## config.mk

```make
export PLATFORM = sky130hd
export DESIGN_NAME = split_every3
export DESIGN_NICKNAME = d
export VERILOG_FILES = /design/src/rtl/split_every3.sv
export SDC_FILE = /design/constraint.sdc
export NUM_CORES = 1
export LEC_CHECK = 0
export ABC_AREA = 1
export CAP_MARGIN = 0
export CORE_ASPECT_RATIO = 0.8
export CORE_UTILIZATION = 52
export CTS_BUF_LIST = sky130_fd_sc_hd__clkbuf_4 sky130_fd_sc_hd__clkbuf_8
export DETAILED_ROUTE_END_ITERATION = 7
export PLACE_DENSITY = 0.95
export SLEW_MARGIN = 10
export SYNTH_ARGS = -nofsm -noshare
export SYNTH_HDL_FRONTEND = slang
export SYNTH_SLANG_ARGS = --single-unit
```

## constraint.sdc

```tcl
create_clock -name clk -period 3.2 [get_ports clk]
set_input_delay 0.64 -clock clk [delete_from_list [all_inputs] [get_ports clk]]
set_output_delay 0.64 -clock clk [all_outputs]
set_load 0.05 [all_outputs]
```

## src/rtl/split_every3.sv

```systemverilog
// split_every3: serialises each 3*DW-bit input word into three DW-bit beats, lane 0 first.
module split_every3 #(
    parameter int DW = 8
) (
    input  logic            clk,
    input  logic            rst,
    input  logic            i_dval,
    output logic            i_rdy,
    input  logic [3*DW-1:0] i,
    output logic            o_dval,
    input  logic            o_rdy,
    output logic [DW-1:0]   o,
    output logic            o_last
);
    typedef enum logic {IDLE, EMIT} state_t;
    state_t          state, state_nx;
    logic [1:0]      cnt, cnt_nx;
    logic [3*DW-1:0] word, word_nx;
    logic            acc, beat;
    always_ff @(posedge clk or negedge rst) begin
        if (!rst) begin
            state <= IDLE;
            cnt   <= 2'd0;
            word  <= '0;
        end else begin
            state <= state_nx;
            cnt   <= cnt_nx;
            word  <= word_nx;
        end
    end
    // The last beat hands over to the next word on the same edge, so i_rdy follows o_rdy.
    always_comb begin
        state_nx = state;
        cnt_nx   = cnt;
        word_nx  = word;
        o_dval   = state == EMIT;
        o_last   = state == EMIT && cnt == 2'd2;
        i_rdy    = state == IDLE || (cnt == 2'd2 && o_rdy);
        acc      = i_dval && i_rdy;
        beat     = o_dval && o_rdy;
        o        = state != EMIT ? '0 :
                   cnt == 2'd0 ? word[DW-1:0] :
                   cnt == 2'd1 ? word[2*DW-1:DW] : word[3*DW-1:2*DW];
        if (acc) begin
            state_nx = EMIT;
            cnt_nx   = 2'd0;
            word_nx  = i;
        end else if (beat) begin
            state_nx = cnt == 2'd2 ? IDLE : EMIT;
            cnt_nx   = cnt == 2'd2 ? 2'd0 : cnt + 2'd1;
        end
    end
endmodule

```

== Word-level counts from Yosys, hierarchy flattened ==
Cells that the tools add are included.
Storage, ports and cells
  register bits: 27
  logic and storage cells: 23
  input bits: 28
Operators by class
  equality and inequality tests: 2
  bitwise logic cells: 1
  add/sub/neg operators: 1
  reduce and logical (&&, ||, !) cells: 7
  mux-type cells: 9
Operators by type and width (number)
  2-to-1 mux 8 bit: 3
  2-to-1 mux 2 bit: 3
  logical AND 1 bit: 4
  2-to-1 mux 1 bit: 3
  adder 2 x 1 -> 2 bit (second input constant): 1
  equality test 2 x 1 -> 1 bit (second input constant): 1
  equality test 2 bit (second input constant): 1
  zero test 2 bit: 1
  nonzero test 2 bit: 1
  logical OR 1 bit: 1
  inverter 1 bit: 1

== Longest topological paths before layout ==
Gate-level depths: netlist (run 1).
  depth after elaboration: 5
  gate-level depth with buffers: 7

== Worst setup path after synthesis (run 1) ==
OpenSTA, ideal clock, no wires.
  kind: register to output
  start: register state (netlist: o_dval)
  end: output o_last
  setup slack: 0.665 ns
  cell stages (with the launch flop): 3
  required time: 2.560 ns
  data arrival time: 1.895 ns
  cells stage by stage: dfrtp_1 > inv_1 > nor3_1
Between the ends
  word-level cells in the longest chain between the ends: 1
RTL lines
  from (decl): RTL line 16  | state_t state, state_nx;
  from (signal assigned): RTL line 26  | state <= state_nx;
  logical AND 1 bit: RTL line 37  | o_last = state == EMIT && cnt == 2'd2;
  to (decl): RTL line 13  | output logic o_last
Every way passes these cells.

== Worst setup path after layout (run 1) ==
  start: register cnt[0]
  end: output o[5]
Between the ends
  word-level cells in the longest chain between the ends: 4
  elaborated cells on any way between the ends: 5
  those cells by class: 1 x eq/ne; 3 x mux; 1 x reduce/logical
RTL lines
  from (decl): RTL line 17  | logic [1:0] cnt, cnt_nx;
  from (signal assigned): RTL line 27  | cnt <= cnt_nx;
  equality test 2 x 1 -> 1 bit: RTL line 43  | cnt == 2'd1 ? word[2*DW-1:DW] : word[3*DW-1:2*DW];
  2-to-1 mux 8 bit: RTL line 43
  2-to-1 mux 8 bit (*): RTL line 42  | cnt == 2'd0 ? word[DW-1:0] :
  2-to-1 mux 8 bit (*): RTL line 41  | o = state != EMIT ? '0 :
  to (decl): RTL line 12  | output logic [DW-1:0] o,
Mark *: on every way between the ends. The rest lies on a longest branch, timed or not.

==> impl_metrics.csv, run 1 <==
group,metric,value,unit
clock_tree,cts_buffer_depth,2,
global_routing,grt_pass1_vias,1271,
routing,drc,0,
routing,drt_first_pass_iters,4,
global_routing,grt_max_degree,28,
logic_synthesis,synth_area_per_cell,7.56,um2
setup_path,r2r_cells,6,
power_and_ir_drop,peakVddDrop,625,uV
timing,setup_tns,0,ps
setup_path,path_class,"reg -> out",
floorplanning,fp.dieW,58.5,um
floorplanning,die_height,47.2,um
status,status,"completed",
logic_synthesis,synth_edf_count,0,
global_routing,grt.overflow.total,0,
logic_synthesis,yosysMostFrequentCell,"nand2_1",
floorplanning,die_area,2770,um2
routing,antenna_left,0,
finish,layout-drive-gt1-share,7.11,%
logic_synthesis,muxShareOfSynthArea,0,%
global_routing,grt_usage,25.5,%
setup_path,r2r_setup_slack,1490,ps
power_and_ir_drop,power_density,1020,nW/um2
clock_tree,root_buffer,"clkbuf_4",
place,port_buffers,38,
clock_tree,h-tree-depth,1,
routing,drt-total-wl,3090,um
clock_tree,numCtsBuffers,3,
global_routing,antenna_found_initial,0,
logic_synthesis,synth_compound_area_share,0.376,%
timing,rsz0062_at_grt,"no",
logic_synthesis,yosys_warnings,0,
clock_tree,post_cts_resized,0,
routing,via_per_inst,5.24,
setup_path,critPathLaunchType,"register",
logic_synthesis,ys_types,16,
logic_synthesis,yosys.area.top_type,"dfrtp_1",
logic_synthesis,netlist_top_cells_area,"dfrtp_1, nand2_1, nand3_1, inv_1, buf_6",
power_and_ir_drop,p_total,1.79,mW
power_and_ir_drop,p_leak,0.926,nW
setup_path,crit_path_max_fanout,13,
timing,slew_headroom,60.9,%
finish,utilization,76.7,%
setup_path,crit_arrival,2400,ps
timing,period_needed,3040,ps
logic_synthesis,syn_area,1330,um2
finish,nets,240,
logic_synthesis,ys_ff_latch,27,
worst_hold_path,min_path_cells,2,
logic_synthesis,synth_flop_cell,"dfrtp_1",
logic_synthesis,synth_xor_area_share,0,%
logic_synthesis,seq_area_frac_synth,50.8,%
worst_hold_path,holdCritPathClass,"reg -> reg",
setup_path,end_kind,"output pin",
logic_synthesis,synthArstFlopShare,100,%
timing,setup_viol,0,
clock_tree,cts_tree,"done",
logic_synthesis,synth_top_cells_by_count,"nand2_1, nand3_1, dfrtp_1, inv_1, buf_2",
routing,vias,1285,
clock_tree,hold_buffers,0,
floorplanning,start_util,58.1,%
timing,hold_viol,0,
place,dp_cells,241,
finish,antennaDiodeCount,0,
place,place_congestion,0.863,
floorplanning,num_rows,15,
logic_synthesis,synth_top_family_by_area,"simple AND/OR/NAND/NOR gates",
logic_synthesis,synth_simple_gate_area_share,40.5,%
logic_synthesis,synthAdderAreaFrac,0,%
timing,skew,18.0,ps
timing,period_share,94.9,%
timing,max_slew.worst_pin.slew,585,ps
clock_tree,clkSlewWorstSetupHoldPaths,150,ps
logic_synthesis,synth_top_area_share,50.8,%
clock_tree,clk_latency,330,ps
clock_tree,cts_sinks,27,
clock_tree,post_cts_buffers,0,
place,hpwlAfterDp,2230,um
finish,final-instance-count-excl-fill,245,
finish,area_delta_synth_final,32.0,%
job,maxCapViolations,0,
routing,route.detailed.wl_per_inst,12.6,um
setup_path,cp.required,2560,ps
finish,fill_cells,179,
logic_synthesis,syn_inst,176,
floorplanning,core_area,2290,um2
timing,max_clock_freq,329,MHz
floorplanning,pin_count,39,
logic_synthesis,syn_nets,204,
routing,initialDrtViolationCount,62,
global_routing,grt_pass1_wl,5180,um
timing,drv_slew,0,
==> path summary, 6_finish.rpt <==
check	from	to
max	cnt[0]	o[5]
min	word[21]	word[21]
max reg2reg	cnt[1]	word[9]
min reg2reg	word[21]	word[21]
max in group asynchronous	rst	word[17]
min in group asynchronous	rst	word[15]
==> through the flow <==
stage	area, um2	hold slack, ps	setup WS, ps
global placement	1730	458	669
detailed placement	1730	460	599
floorplan	1330	344	665
finish	1760	493	165
CTS	1760	492	198
global route	1760	526	13.6
==> placed cells by master, fill, tap and decap left out, types with 2 or more instances in the layout <==
| master | Yosys | routed |
|---|---|---|
| buf_4 | 1 | 4 |
| clkbuf_4 | 0 | 3 |
| clkdlybuf4s50_1 | 0 | 37 |
| dfrtp_1 | 27 | 27 |
| inv_1 | 9 | 9 |
| inv_2 | 3 | 3 |
| nand2_1 | 78 | 78 |
| nand3_1 | 41 | 41 |
| nand4_1 | 2 | 2 |
==> metal layers <==
metal / global-route usage [%] / vias to the layer above / part of all wire (%)
li1: - / 627 / -
met1: 30.0 / 590 / 42
met2: 46.4 / 57 / 49
met3: 5.23 / 11 / 6.7
met4: 11.9 / 0 / 2.1
met5: 0 / - / 0
==> power by group <==
part / internal (mW) / switching, mW / leakage (nW)
clock network: 0.0470 / 0.101 / 0.0177
logic: 0.351 / 0.666 / 0.574
registers: 0.493 / 0.133 / 0.335
==> critical path, stage by stage (launching register included) <==
cell and delay (ps):
dfrtp_1 570, nor2_2 370, nand2_1 100, nand3_1 90
nand2_1 70, inv_1 60, clkdlybuf4s50_1 790
==> registers in the layout (all words and copies together) (netlist names) <==
signal,count
word,24
o_dval,1
cnt,2
==> cell type report <==
| class | instances | area [um2] | share of cell area [%] |
|---|---|---|---|
| clock inverters | 1 | 5.00 | 0.285 |
| flip-flops and latches | 27 | 676 | 38.5 |
| multi-input cells | 126 | 544 | 31.0 |
| clock buffers | 3 | 22.5 | 1.28 |
| inverters | 12 | 45.0 | 2.57 |
| well taps | 34 | 42.5 | 2.42 |
| repair buffers | 42 | 420 | 23.9 |
==> kinds of logic after synthesis <==
kind of cell | Yosys count
buf+inv | 23
flops | 27
compound gates | 1
simple gates | 125
(Power assumes the default switching activity.)
==> inputs of run 2 (changes only) <==
--- a/config.mk
+++ b/config.mk
@@ -5,9 +5,7 @@
 export SDC_FILE = /design/constraint.sdc
 export NUM_CORES = 1
 export LEC_CHECK = 0
-export ABC_AREA = 1
 export CAP_MARGIN = 0
-export CORE_ASPECT_RATIO = 0.8
 export CORE_UTILIZATION = 52
 export CTS_BUF_LIST = sky130_fd_sc_hd__clkbuf_4 sky130_fd_sc_hd__clkbuf_8
 export DETAILED_ROUTE_END_ITERATION = 7
==> run 2 against run 1 <==
Worst setup slack better by 61 ps; synthesized cell count is 40% lower; fmax grew 2.1%; clock-buffer cell count did not move; register-to-register slack got worse by 450 ps; non-clock buffer count is 3 lower; critical endpoint is now o[3]; global-route usage fell by 4.3 points; sequential share of layout area grew 0.96 points; routed wire length fell by 18%; power grew 6.5%; sequential power is 6.2% higher; die area fell by 1.1%; highest routed layer unchanged.
==> impl_metrics.csv, run 2 <==
group,metric,value,unit
logic_synthesis,yosys_warnings,0,
timing,postLayoutSetupSlackWorst,226,ps
timing,hold_viol,0,
global_routing,grt_pass1_vias,912,
finish,nets,170,
timing,rsz0062_at_grt,"no",
logic_synthesis,synth_top_family_by_area,"multiplexers",
power_and_ir_drop,p_leak,0.723,nW
timing,period_needed,2970,ps
clock_tree,cts_tree,"done",
logic_synthesis,netlist_top_cells_area,"dfrtp_1, mux2_2, mux2i_1, o21ai_0, and2_1",
setup_path,crit_arrival,2330,ps
logic_synthesis,synth_area_per_cell,12.5,um2
timing,max_clock_freq,336,MHz
floorplanning,pin_count,39,
global_routing,antenna_found_initial,0,
place,place_congestion,0.748,
logic_synthesis,synth_compound_area_share,5.99,%
global_routing,grt_usage,21.3,%
clock_tree,clk_latency,330,ps
finish,area_delta_synth_final,30.3,%
routing,drc,0,
setup_path,crit_cells,4,
logic_synthesis,synth_edf_count,0,
finish,largest_register_ffs,24,
logic_synthesis,yosys.area.top_type,"dfrtp_1",
timing,max_slew.worst_pin.slew,806,ps
logic_synthesis,synth_flop_cell,"dfrtp_1",
logic_synthesis,synth_xor_area_share,0,%
clock_tree,post_cts_buffers,0,
routing,initialDrtViolationCount,12,
finish,final_cell_mix,"clkdlybuf4s50_1, dfrtp_1, mux2_2",
floorplanning,start_util,57.2,%
floorplanning,num_rows,17,
place,hpwlAfterDp,1830,um
setup_path,crit_buf_inv,1,
routing,via_per_inst,5.47,
floorplanning,fp.dieW,52.3,um
setup_path,cp.required,2560,ps
timing,setup_viol,0,
setup_path,path_class,"reg -> out",
power_and_ir_drop,peakVddDrop,779,uV
routing,vias,925,
logic_synthesis,synth_simple_gate_area_share,12.2,%
timing,slew_headroom,46.1,%
logic_synthesis,ys_ff_latch,27,
logic_synthesis,synthArstFlopShare,100,%
clock_tree,root_buffer,"clkbuf_4",
logic_synthesis,synthAdderAreaFrac,0,%
timing,drv_slew,0,
setup_path,cp_top_family,"buffers and inverters",
timing,skew,7.88,ps
place,port_buffers,38,
timing,timing.hold.ws,524,ps
clock_tree,cts_buffer_depth,2,
logic_synthesis,ys_types,15,
clock_tree,hold_buffers,0,
setup_path,crit_path_max_fanout,14,
setup_path,timing.rr.end,"word[4]",
logic_synthesis,syn_nets,133,
floorplanning,die_height,52.3,um
setup_path,r2r_cells,3,
setup_path,path_cells,"mux2i_1 > o21ai_0 > and2_1 > clkdlybuf4s50_1",
timing,period_share,92.9,%
clock_tree,clkSlewWorstSetupHoldPaths,130,ps
routing,drt-total-wl,2540,um
worst_hold_path,holdCritPathClass,"reg -> reg",
setup_path,crit_path_end,"o[3]",
finish,layout-drive-gt1-share,22.7,%
setup_path,end_kind,"output pin",
setup_path,slowest_stage,"clkdlybuf4s50_1",
global_routing,grt_pass1_wl,4110,um
job,maxCapViolations,0,
setup_path,max_stage_delay,800,ps
clock_tree,cts_sinks,27,
power_and_ir_drop,power_density,1110,nW/um2
logic_synthesis,synth_top_cells_by_count,"dfrtp_1, mux2_2, o21ai_0, nand2_1",
floorplanning,die_area,2730,um2
logic_synthesis,syn_area,1320,um2
clock_tree,h-tree-depth,1,
status,status,"completed",
setup_path,cp-startpoint,"cnt[0]",
finish,regMostFlops,"word",
logic_synthesis,muxShareOfSynthArea,26.6,%
clock_tree,numCtsBuffers,3,
place,pre_cts_ws,576,ps
global_routing,grt_max_degree,28,
finish,antennaDiodeCount,0,
logic_synthesis,seq_area_frac_synth,51.4,%
routing,antenna_left,0,
logic_synthesis,synth_top_area_share,51.4,%
setup_path,rr_startpoint,"cnt[1]",
logic_synthesis,yosysMostFrequentCell,"dfrtp_1",
timing,setup_tns,0,ps
global_routing,grt.overflow.total,0,
clock_tree,post_cts_resized,0,
floorplanning,core_area,2300,um2
routing,route.detailed.wl_per_inst,15.0,um
finish,final_common_cell,"clkdlybuf4s50_1",
logic_synthesis,syn_inst,105,
setup_path,critPathLaunchType,"register",
setup_path,r2r_setup_slack,1040,ps
routing,drt_first_pass_iters,4,
## run 2: how the worst min path moves through the flow
stage,start,endpoint,slack [ps],cells past startpoint
2_1_floorplan,rst,cnt[0],340,0
5_1_grt,word[2],word[2],550,1
6_report,word[22],word[22],520,1
3_3_place_gp,word[7],word[7],490,1
3_5_place_dp,word[0],word[0],500,1
4_1_cts,word[0],word[0],530,1
## run 2: layout make-up
type	instances	area (um2)
sequential	27	676
tap	28	35.0
fill	163	584
timing repair buffer	39	385
clock buffer	3	22.5
multi-input combinational	71	589
clock inverter	1	5.00
## run 2: logic make-up after synthesis
kind of cell    Yosys count
compound gates           13
buf+inv                   7
flops                    27
mux                      32
simple gates             26
## run 2: power breakdown
part / switching [mW] / internal, mW
clock network: 0.0982 / 0.0470
logic: 0.600 / 0.496
registers: 0.158 / 0.507
## run 2: per-stage QoR
step / power (mW) / util (%) / cell area (um2) / cells
floorplan: 1.46 / - / 1320 / 105
global placement: 1.73 / 73.4 / 1690 / 165
detailed placement: 1.78 / 73.4 / 1690 / 165
CTS: 1.92 / 74.6 / 1710 / 169
global route: 2.02 / 74.6 / 1710 / 169
finish: 1.91 / 74.6 / 1710 / 169
## run 2: per-layer routing
| layer | global-route usage [%] | share of wire [%] | vias to the layer above | wire [um] |
|---|---|---|---|---|
| li1 | - | - | 438 | - |
| met1 | 24.8 | 41 | 459 | 1050 |
| met2 | 38.0 | 53 | 24 | 1360 |
| met3 | 3.48 | 3.4 | 4 | 85 |
| met4 | 9.21 | 1.7 | 0 | 44 |
| met5 | 0 | 0 | - | 0 |
==> RTL edit: new RTL, flow settings as in run 2 <==
Set the parameter `DW` to 6 (it was 8).
--- a/src/rtl/split_every3.sv
+++ b/src/rtl/split_every3.sv
@@ -2,3 +2,3 @@
 module split_every3 #(
-    parameter int DW = 8
+    parameter int DW = 6
 ) (
Ports: changed (resized i and o); port bits go from 39 to 31. No check against the original RTL was run, so the function may have changed too.
==> RTL edit against run 2 <==
- sequential cell count is 6 lower
- critical endpoint is now o[5]
- wire length is 23% lower
- final area is 18% lower
- register-to-register slack better by 0.18 ns
- clock power is 11% lower
- first-iteration DRC count is 75% lower
- worst setup slack better by 0.12 ns
- sequential share of layout area is 1.8 points lower
- area after synthesis is 18% lower
- via count is 22% lower
- clock skew is 0.0063 ns lower
- utilization is 3.3 points lower
- total power is 19% lower
==> RTL edit: results (changes against run 2) <==
Net Sw Frac = 44.01% (was 44.92%)
M1 GR Usage = 21.12% (was 24.76%)
Status = finished, final reports clean (unchanged)
Post-synthesis cell type count = 18 (was 15)
Met2 Usage GRT = 36.71% (was 37.97%)
Clk cell area share = 1.970% (was 1.607%)
Multi-input logic cell count = 57 (was 71)
Vias in the first global route = 751 (was 912)
GRT Total Usage = 20.44% (was 21.25%)
Sequential cells = 21 (was 27)
LEAKAGE = 0.6113 nW (was 0.7226 nW)
Non-clock buffer share = 21.31% (was 22.50%)
Seq power = 522 uW (was 665 uW)
GPL Wtd Cong = 0.7368 (was 0.7482)
Layout cells sized above 1 = 22.32% (was 22.70%)
Sequential share of cell area = 37.60% (was 39.44%)
Largest register FFs = 18 (was 24)
Vias = 726 (was 925)
Met3 GRT Util = 4.528% (was 3.478%)
WL met2 = 984 um (was 1356 um)
Clk. pwr = 129 uW (was 145 uW)
Largest net degree at the start of global routing = 22 (was 28)
Critical Path Sink = o[5] (was o[3])
Commonest cells in the synthesized netlist = dfrtp_1, mux2_4, o21ai_0 (was dfrtp_1, mux2_2, o21ai_0)
R2r endpoint = word[17] (was word[4])
Clock skew = 0.001568 ns (was 0.007880 ns)
Hold Crit Endpoint = word[5] (was word[22])
Reg-to-reg slack, setup = 1.22 ns (was 1.04 ns)
Min Tclk post-route = 2.855 ns (was 2.974 ns)
Worst-path fanout max = 12 (was 14)
Clock latency on the worst-skew pair = 0.31 ns (was 0.33 ns)
Hold_sp = word[5] (was word[22])
CP arrival = 2.21 ns (was 2.33 ns)
Met1 wire length = 834 um (was 1048 um)
Synth area leaders = dfrtp_1, mux2_4, mux2_2 (was dfrtp_1, mux2_2, mux2i_1)
Count of input and output buffers = 30 (was 38)
## RTL edit: cells by family after synthesis
| kind of cell | synth area share [%] |
|---|---|
| buffers and inverters | 4.157 |
| multiplexers | 27.71 |
| AND/OR/NAND/NOR | 13.28 |
| flip-flops | 48.50 |
| AO/OA/AOI/OAI | 6.351 |
## RTL edit: through the flow
stage	hold WS (ns)	std cells	instance area, um^2	util, %	total power, mW
finish	0.5255	139	1398	71.24	1.547
global route	0.5382	139	1398	71.24	1.641
CTS	0.5270	139	1398	71.24	1.560
detailed placement	0.4937	135	1370	69.83	1.429
global placement	0.4905	135	1370	69.83	1.401
floorplan	0.3444	83	1084	-	1.191
## RTL edit: worst max-delay path: stages (launching register included)
cell             delay (ns)
dfrtp_1                0.64
mux2i_1                0.14
o21ai_0                0.19
and2_1                 0.15
clkdlybuf4s50_1        0.79
